--- config.mk ---
export PLATFORM = sky130hd
export DESIGN_NAME = vga_pattern_display
export DESIGN_NICKNAME = d
export VERILOG_FILES = /design/src/rtl/vga_pattern_display.sv
export SDC_FILE = /design/constraint.sdc
export NUM_CORES = 1
export LEC_CHECK = 0
export BUFFER_PORTS_ARGS = -buffer_cell sky130_fd_sc_hd__buf_2
export CORE_ASPECT_RATIO = 0.7
export CORE_MARGIN = 2
export CORE_UTILIZATION = 51
export CTS_CLUSTER_SIZE = 40
export DETAILED_ROUTE_END_ITERATION = 16
export PLACE_DENSITY = 0.82
export SLEW_MARGIN = 25
export SYNTH_ARGS = -nofsm -noshare
export SYNTH_HDL_FRONTEND = slang
export SYNTH_SLANG_ARGS = --single-unit
--- constraint.sdc ---
create_clock -name driver_clk -period 8.4 [get_ports driver_clk]
set_clock_uncertainty 0.1 [all_clocks]
set_input_delay 0.42 -clock driver_clk [delete_from_list [all_inputs] [get_ports driver_clk]]
set_output_delay 0.42 -clock driver_clk [all_outputs]
set_load 0.05 [all_outputs]
--- src/rtl/vga_pattern_display.sv ---
`default_nettype none
// ============================================================================
//  Module   : vga_pattern_display
//  Purpose  : Pixel-data generator for the VGA timing driver. Produces one of
//             four test patterns (colour bars, checkerboard, grey ramp,
//             bouncing box) from the driver's pixel coordinates. A debounced
//             push-button selects the pattern; pattern changes and box motion
//             take effect only on frame boundaries (Fsync falling edge).
//  Ports    : driver_clk        - pixel clock
//             sys_rst_n         - asynchronous active-low reset
//             pixel_xpos [9:0]  - column, 1..H_DISP active, 0 in blanking
//             pixel_ypos [9:0]  - row, 1..V_DISP active, 0 in blanking
//             Fsync             - vertical sync, active-low
//             key_n             - asynchronous push-button, pressed = 0
//             data_from_display - {R[29:20], G[19:10], B[9:0]}, registered
//             mode [1:0]        - currently displayed pattern
//  Revision : 1.0 - initial release
// ============================================================================
module vga_pattern_display #(
  parameter int H_DISP          = 640,
  parameter int V_DISP          = 480,
  parameter int BOX_SIZE        = 32,
  parameter int BOX_STEP        = 2,
  parameter int DEBOUNCE_CYCLES = 500000
) (
  input  logic        driver_clk,
  input  logic        sys_rst_n,
  input  logic [9:0]  pixel_xpos,
  input  logic [9:0]  pixel_ypos,
  input  logic        Fsync,
  input  logic        key_n,
  output logic [29:0] data_from_display,
  output logic [1:0]  mode
);

  localparam int               c_CNT_W   = ($clog2(DEBOUNCE_CYCLES) > 0) ? $clog2(DEBOUNCE_CYCLES) : 1;
  localparam logic [c_CNT_W-1:0] c_CNT_MAX = c_CNT_W'(DEBOUNCE_CYCLES - 1);
  localparam logic [10:0]      c_LIMIT_X = 11'(H_DISP - BOX_SIZE);
  localparam logic [10:0]      c_LIMIT_Y = 11'(V_DISP - BOX_SIZE);
  localparam logic [10:0]      c_STEP    = 11'(BOX_STEP);
  localparam logic [10:0]      c_SIZE    = 11'(BOX_SIZE);
  localparam int               c_BAR_W   = H_DISP / 8;
  localparam logic [9:0]       c_FULL    = 10'h3FF;

  // --------------------------------------------------------------------------
  // Key synchroniser and debouncer
  // --------------------------------------------------------------------------
  logic               r_key_meta;
  logic               r_key_sync;
  logic               r_key_db;
  logic [c_CNT_W-1:0] r_db_cnt;
  logic               w_press;

  always_ff @(posedge driver_clk or negedge sys_rst_n) begin
    if (!sys_rst_n) begin
      r_key_meta <= 1'b1;
      r_key_sync <= 1'b1;
      r_key_db   <= 1'b1;
      r_db_cnt   <= '0;
    end else begin
      r_key_meta <= key_n;
      r_key_sync <= r_key_meta;
      if (r_key_sync == r_key_db) begin
        r_db_cnt <= '0;
      end else if (r_db_cnt == c_CNT_MAX) begin
        r_key_db <= r_key_sync;
        r_db_cnt <= '0;
      end else begin
        r_db_cnt <= r_db_cnt + 1'b1;
      end
    end
  end

  // A press is the cycle in which the debounced level is about to flip 1->0.
  assign w_press = r_key_db && (r_key_sync != r_key_db) && (r_db_cnt == c_CNT_MAX);

  // --------------------------------------------------------------------------
  // Frame boundary detection
  // --------------------------------------------------------------------------
  logic r_fsync_d;
  logic w_frame_tick;

  always_ff @(posedge driver_clk or negedge sys_rst_n) begin
    if (!sys_rst_n) r_fsync_d <= 1'b1;
    else            r_fsync_d <= Fsync;
  end

  assign w_frame_tick = r_fsync_d & ~Fsync;

  // --------------------------------------------------------------------------
  // Mode selection. pending always equals mode unless a press is outstanding,
  // so advancing pending from itself both starts a change (mode+1) and
  // stacks further presses within the same frame.
  // --------------------------------------------------------------------------
  logic [1:0] r_pending;

  always_ff @(posedge driver_clk or negedge sys_rst_n) begin
    if (!sys_rst_n) begin
      mode      <= 2'd0;
      r_pending <= 2'd0;
    end else begin
      if (w_frame_tick) mode <= r_pending;
      if (w_press)      r_pending <= r_pending + 2'd1;
    end
  end

  // --------------------------------------------------------------------------
  // Bouncing box position; runs in every mode. Direction flag: 0 = +, 1 = -.
  // Result packs {next_dir, next_pos}.
  // --------------------------------------------------------------------------
  function automatic logic [10:0] f_step(input logic [9:0] pos, input logic dir_neg,
                                         input logic [10:0] limit);
    logic [10:0] p;
    p = {1'b0, pos};
    if (!dir_neg) begin
      if (p + c_STEP >= limit) f_step = {1'b1, limit[9:0]};
      else                     f_step = {1'b0, pos + c_STEP[9:0]};
    end else begin
      if (p <= c_STEP)         f_step = {1'b0, 10'd0};
      else                     f_step = {1'b1, pos - c_STEP[9:0]};
    end
  endfunction

  logic [9:0]  r_box_x;
  logic [9:0]  r_box_y;
  logic        r_dir_x_neg;
  logic        r_dir_y_neg;
  logic [10:0] w_next_x;
  logic [10:0] w_next_y;

  assign w_next_x = f_step(r_box_x, r_dir_x_neg, c_LIMIT_X);
  assign w_next_y = f_step(r_box_y, r_dir_y_neg, c_LIMIT_Y);

  always_ff @(posedge driver_clk or negedge sys_rst_n) begin
    if (!sys_rst_n) begin
      r_box_x     <= 10'd0;
      r_box_y     <= 10'd0;
      r_dir_x_neg <= 1'b0;
      r_dir_y_neg <= 1'b0;
    end else if (w_frame_tick) begin
      r_box_x     <= w_next_x[9:0];
      r_dir_x_neg <= w_next_x[10];
      r_box_y     <= w_next_y[9:0];
      r_dir_y_neg <= w_next_y[10];
    end
  end

  // --------------------------------------------------------------------------
  // Pattern generation
  // --------------------------------------------------------------------------
  logic        w_active;
  logic [9:0]  w_x;
  logic [9:0]  w_y;
  logic [2:0]  w_bar;
  logic [2:0]  w_bar_bits;
  logic [29:0] w_bars_rgb;
  logic [29:0] w_check_rgb;
  logic [9:0]  w_level;
  logic        w_in_box;
  logic [29:0] w_box_rgb;
  logic [29:0] w_pix_next;

  assign w_active = (pixel_xpos != 10'd0) && (pixel_ypos != 10'd0);
  assign w_x      = pixel_xpos - 10'd1;
  assign w_y      = pixel_ypos - 10'd1;

  // Bar index = x / c_BAR_W, done with threshold compares instead of a divider.
  always_comb begin
    w_bar = 3'd0;
    for (int i = 1; i < 8; i++) begin
      if (32'(w_x) >= i * c_BAR_W) w_bar = 3'(i);
    end
  end

  // {R,G,B} on/off bits in the classic bar order.
  always_comb begin
    w_bar_bits = 3'b000;
    case (w_bar)
      3'd0: w_bar_bits = 3'b111;  // white
      3'd1: w_bar_bits = 3'b110;  // yellow
      3'd2: w_bar_bits = 3'b011;  // cyan
      3'd3: w_bar_bits = 3'b010;  // green
      3'd4: w_bar_bits = 3'b101;  // magenta
      3'd5: w_bar_bits = 3'b100;  // red
      3'd6: w_bar_bits = 3'b001;  // blue
      default: w_bar_bits = 3'b000;  // black
    endcase
  end

  assign w_bars_rgb  = {{10{w_bar_bits[2]}}, {10{w_bar_bits[1]}}, {10{w_bar_bits[0]}}};
  assign w_check_rgb = (w_x[5] ^ w_y[5]) ? {3{c_FULL}} : 30'd0;

  // x * 1.5 kept to 10 bits; peaks at 958 on the last column.
  assign w_level = w_x + {1'b0, w_x[9:1]};

  assign w_in_box = ({1'b0, w_x} >= {1'b0, r_box_x}) && ({1'b0, w_x} < {1'b0, r_box_x} + c_SIZE) &&
                    ({1'b0, w_y} >= {1'b0, r_box_y}) && ({1'b0, w_y} < {1'b0, r_box_y} + c_SIZE);
  assign w_box_rgb = w_in_box ? {c_FULL, 10'd0, 10'd0} : {10'd0, 10'd0, c_FULL};

  always_comb begin
    w_pix_next = 30'd0;
    if (w_active) begin
      case (mode)
        2'd0:    w_pix_next = w_bars_rgb;
        2'd1:    w_pix_next = w_check_rgb;
        2'd2:    w_pix_next = {w_level, w_level, w_level};
        default: w_pix_next = w_box_rgb;
      endcase
    end
  end

  always_ff @(posedge driver_clk or negedge sys_rst_n) begin
    if (!sys_rst_n) data_from_display <= 30'd0;
    else            data_from_display <= w_pix_next;
  end

endmodule
`default_nettype wire
======== Yosys cells after proc, flatten, opt, wreduce, memory -nomap -nowiden ========
Cells that the tools add are included.
word-level totals
  latch bits .............................. 0
  logic and storage cells ................. 86
  memories kept ........................... 0
  memory bits (writable) .................. 0
  memory bits (read-only) ................. 0
  register bits ........................... 79
cells by class
  magnitude comparators ................... 15
  bitwise gates (word level) .............. 4
  multiplexer cells ....................... 20
  shift operators ......................... 0
  divide/modulo/power cells ............... 0
  add/subtract/negate cells ............... 13
  reduce and logical (&&, ||, !) cells .... 11
  equal/unequal tests ..................... 11
  multiply operators ...................... 0
operators by type and width
  cell                                                                                    count
  30-bit two-way mux                                                                      3
  30-bit case mux with 3 select lines                                                     1
  11-bit two-way mux                                                                      6
  19-bit two-way mux                                                                      2
  10-bit by 9-bit greater-or-equal comparator with 1-bit output (second input constant)   3
  10-bit by 2-bit adder with 11-bit output (second input constant)                        2
  10-bit by 6-bit adder with 11-bit output (second input constant)                        2
  10-bit by 11-bit < comparator with 1-bit output                                         2
  3-bit case mux with 7 select lines                                                      1
  10-bit by 2-bit adder with 10-bit output (second input constant)                        2
  10-bit greater-or-equal comparator                                                      2
  10-bit by 8-bit greater-or-equal comparator with 1-bit output (second input constant)   2
  10-bit by 2-bit <= comparator with 1-bit output (second input constant)                 2
  10-bit nonzero test                                                                     2
  10-bit by 1-bit subtractor with 10-bit output (second input constant)                   2
  10-bit by 2-bit subtractor with 10-bit output (second input constant)                   2
  19-bit by 1-bit adder with 19-bit output (second input constant)                        1
  19-bit equality test (second input constant)                                            1
  3-bit two-way mux                                                                       6
  11-bit by 10-bit greater-or-equal comparator with 1-bit output (second input constant)  1
  11-bit by 9-bit greater-or-equal comparator with 1-bit output (second input constant)   1
  10-bit by 9-bit adder with 10-bit output                                                1
  10-bit greater-or-equal comparator (second input constant)                              1
  10-bit by 7-bit greater-or-equal comparator with 1-bit output (second input constant)   1
  other kinds (16)                                                                        25

======== Logic depth before layout (Yosys ltp) ========
  word-level depth ........................ 13
  mapped depth ............................ 14

======== Worst setup path before layout ========
Ideal clock, no wire load.
  path kind ............................... input to register
  start ................................... in pixel_xpos[5]
  end ..................................... reg data_from_display[8]
  arrival ................................. 3353 ps
  setup time .............................. 143 ps
  path buffers ............................ 2
  path slack .............................. 4804 ps
  stages .................................. 13
  path through ............................ or4_4 or4_1 and2_1 buf_6 inv_1 ha_1 a21o_1 nand2_1 o221ai_1 nor4b_1 a31o_2 buf_1 a31oi_1
on the way
  cells in the longest elaborated chain, start to end .. 13
  elaborated cells between the ends (all ways) .. 36
  classes of those cells .................. add/sub (2); order compare (9); eq/ne (6); mux (12); bitwise (1); reduce/logical (6)
ends and longest elaborated chain
  what                                                           line  RTL
  start: declaration                                             28    input logic [9:0] pixel_xpos,
  10-bit by 1-bit subtractor with 10-bit output                  164   assign w_x = pixel_xpos - 10'd1;
  10-bit by 7-bit greater-or-equal comparator with 1-bit output  171   if (32'(w_x) >= i * c_BAR_W) w_bar = 3'(i);
  1-bit two-way mux                                              171
  3-bit two-way mux (6 in series)                                171
  3-bit equality test, or another cell as far along              178   case (w_bar)
  3-bit case mux with 7 select lines                             178
  30-bit case mux with 3 select lines                            203   case (mode)
  30-bit two-way mux *                                           202   if (w_active) begin
  via w_pix_next[8]                                              161   logic [29:0] w_pix_next;
  end signal: assignment                                         214   else data_from_display <= w_pix_next;
  end: declaration                                               32    output logic [29:0] data_from_display,
The timed path passes the listed nets; every way through them passes the cells marked *.
A chain may end at the register's enable or synchronous reset.

======== Final worst setup path ========
  start ................................... in pixel_xpos[5]
  end ..................................... reg data_from_display[28]
The elaborated chain is that of the path after synthesis.

==> metrics <==
final core occ=0.5861; crit path kind=in2reg; cell count after synthesis=650; Worst R2R Path Depth=9; via count=5155; Clock Tree Buf Depth=2; WP buf/inv=2; grt ovf=0; dpl cells=836; vias in the first global route=4959; maxcap violations=0; die height=92.91 um; Peak supply drop=0.0001043 V; synth top area cells=dfrtp_1 (32%), ha_1 (13%), a21oi_1 (4.6%); Logic pwr share=0.371; die width=131.0 um; hold slack=-0.03643 ns; crit-path cells=buf_2 > nor4_2 > nand2_1 > xor2_1 > inv_1 > ha_1 > a21oi_1 > o21ai_0 > maj3_1 > nor4b_1 > nor4_1 > a211oi_1; Vias/cell=6.050; Critical Path RT=8.47 ns; clock group share of total power=0.279; CP startpoint=pixel_xpos[5]; Pwr Total=1420 uW; floorplan row count=32; CTS Root Cell=clkbuf_16; post-CTS resize count=0; fin cells=852; Final Cycle Share=0.4624; Sw Share=0.3941; Initial Util=0.5231; fin nets=780; startpoint types=input port; CTS Buf Count=9; min Tclk post-route=3.884 ns; number of port buffers=55; crit end category=flip-flop; Post-synth EDFFs=0; fillcell total=942; post-CTS setup buffers=0; CP delay by family, top=simple AND/OR/NAND/NOR gates; failing checks=hold timing; Peak Freq=0.2575 GHz; HPWL after DPL=10.58 mm; Crit Reg-Reg Endpoint=data_from_display[25]$_DFF_PN0_; Post-synth ARST share=1.000; routability cong.=0.9545; R2R Setup Slk=5.02 ns; Final Hold Fails=7; highest-delay cell along the critical path=xor2_1; multi-input logic area=3563 um2; Routed wire per std cell=16.74 um; pwr/cell area=220.1 nW/um2; Synth Flop Type=dfrtp_1; final antenna-violating net count=0; CTS tree=yes; Synth top area share=0.3172; layout cell share with drive strength beyond 1=0.1388; Leak Pwr=0.002926 uW; Critical Path AT=3.95 ns; Core Region=11010 um2; hold_buf cts=0; first-pass GRT wire length=23.57 mm; H-tree Lvls=3; Die ar.=12170 um2; antenna violations before repair=0; largest net degree at the start of global routing=78; RSZ-0062 raised after global routing=no; launch point of the worst reg-to-reg path=r_box_y[5]$_DFFE_PN0P_; FF/Latch Area=1932 um2; Critical Path Max Stage Delay=0.55 ns; Clock Pin Slew Worst Setup and Hold Paths=0.07 ns; Synthesized Nets=736; worst-margin pin slew=1.024 ns; Distinct cells, synth=68; drt drc=0; setup violators final=0; Final Slew Violations=0; syn avg cell area=8.860 um2; P_sw=559.7 uW; critical path fanouts, max=9; worst-skew pair later-pin latency=0.34 ns; Worst Hold Class=in2async; Ports=56; initial drt markers=419; internal power=860.5 uW; final wirelength=14.26 mm; Synth warnings=0; Yosys reg bits=77; sequential fraction of the synthesis area=0.3354; Max-slew headroom=0.3176; synthesized area=5759 um2; Yosys top cell by area=dfrtp_1; Setup TNS=0 ns; n_diodes=0; status=complete, but fails checks; Area Overhead vs Synth=12.06%; DR pass1 iterations=5; Total GRT Usage=0.2422; Seq pwr share=0.350; CTS Sinks=77; WP depth=12; Critical Path End=data_from_display[28]$_DFF_PN0_
==> flip-flops by register name (all words and copies together) (netlist names), 2 cells and up <==
name               count
data_from_display     30
r_db_cnt              19
r_box_x                9
r_box_y                9
mode                   2
r_pending              2
==> metal layers <==
| metal | part of all wire | up-vias | global-route usage |
|---|---|---|---|
| li1 | - | 2446 | - |
| met1 | 0.46 | 2463 | 0.3385 |
| met2 | 0.46 | 219 | 0.3774 |
| met3 | 0.072 | 27 | 0.05546 |
| met4 | 0.013 | 0 | 0.06560 |
| met5 | 0 | - | 0 |
==> metrics by stage <==
stage | setup slack [ns] | instance area [um2]
final | 4.516 | 6454
after global routing | 4.354 | 6454
after CTS | 4.571 | 6450
after detailed placement | 4.233 | 6145
after global placement | 4.410 | 6145
after floorplan | 4.804 | 5759
==> placed cells by master (no fill, tap or decap), drive strengths merged, types with 5 or more instances in the layout <==
cell | netlist | final
dfrtp | 73 | 73
ha | 61 | 61
buf | 5 | 57
a21oi | 54 | 54
inv | 44 | 47
nand2 | 46 | 46
nor2 | 43 | 43
o21ai | 34 | 34
xnor2 | 28 | 28
nand3 | 23 | 23
xor2 | 22 | 22
nor3 | 20 | 20
a31oi | 18 | 18
a211oi | 13 | 13
nor4 | 10 | 10
and3 | 9 | 9
nand2b | 9 | 9
clkbuf | 19 | 9
a21o | 8 | 8
and2 | 7 | 7
nand4 | 6 | 6
o21a | 6 | 6
or2 | 5 | 5
or3 | 5 | 5
a2111oi | 5 | 5
o22ai | 5 | 5
o31ai | 5 | 5
o21bai | 5 | 5
==> power by group through the flow <==
stage / Clock [uW] / Sequential (uW) / Combinational (uW)
after detailed placement: 0 / 499 / 514
after floorplan: 0 / 496 / 384
after global routing: 420 / 504 / 582
final: 396 / 497 / 527
after global placement: 0 / 495 / 489
after CTS: 401 / 493 / 519
==> worst register-to-register path, cell delays in order (launching register included) <==
cell,delay (ns)
dfrtp_1,0.49
inv_1,0.16
ha_1,0.31
inv_1,0.05
ha_1,0.28
a2111oi_0,0.46
a2111oi_0,0.22
nor4b_1,0.50
a21oi_1,0.36
a211oi_1,0.33
==> cell type report <==
| class | count | area share |
|---|---|---|
| tap | 153 | 0.02966 |
| multi-input combinational | 505 | 0.5522 |
| sequential | 77 | 0.2993 |
| clock inverter | 7 | 0.01241 |
| clock buffer | 9 | 0.03490 |
| inverter | 44 | 0.02559 |
| timing repair buffer | 57 | 0.04595 |
==> Yosys cell counts, drive strengths merged, types with 6 or more instances <==
library cell / n
dfrtp: 73
ha: 61
a21oi: 54
nand2: 46
inv: 44
nor2: 43
o21ai: 34
xnor2: 28
nand3: 23
xor2: 22
nor3: 20
clkbuf: 19
a31oi: 18
a211oi: 13
nor4: 10
and3: 9
nand2b: 9
a21o: 8
and2: 7
nand4: 6
o21a: 6
==> worst min path at each step <==
stage	start	to	slack, ns
2_1_floorplan	sys_rst_n	data_from_display[0]$_DFF_PN0_	0.02
3_3_place_gp	r_key_meta$_DFF_PN1_	r_key_sync$_DFF_PN1_	0.25
3_5_place_dp	r_key_meta$_DFF_PN1_	r_key_sync$_DFF_PN1_	0.25
4_1_cts	key_n	r_key_meta$_DFF_PN1_	0.08
5_1_grt	sys_rst_n	r_box_y[1]$_DFFE_PN0P_	0.05
6_report	sys_rst_n	r_box_y[1]$_DFFE_PN0P_	-0.04
==> cell families after synthesis <==
logic type / count (synthesis) / share of synthesized area
muxes: 3 / 0.005648
DFF: 77 / 0.3354
buffers and inverters: 68 / 0.04584
xor gates and xnor gates: 50 / 0.07734
and+or+nand+nor: 202 / 0.1794
AOI/OAI and AO/OA: 186 / 0.2168
adders and majority gates: 64 / 0.1395
No activity file was read; power rests on OpenSTA's default activity.
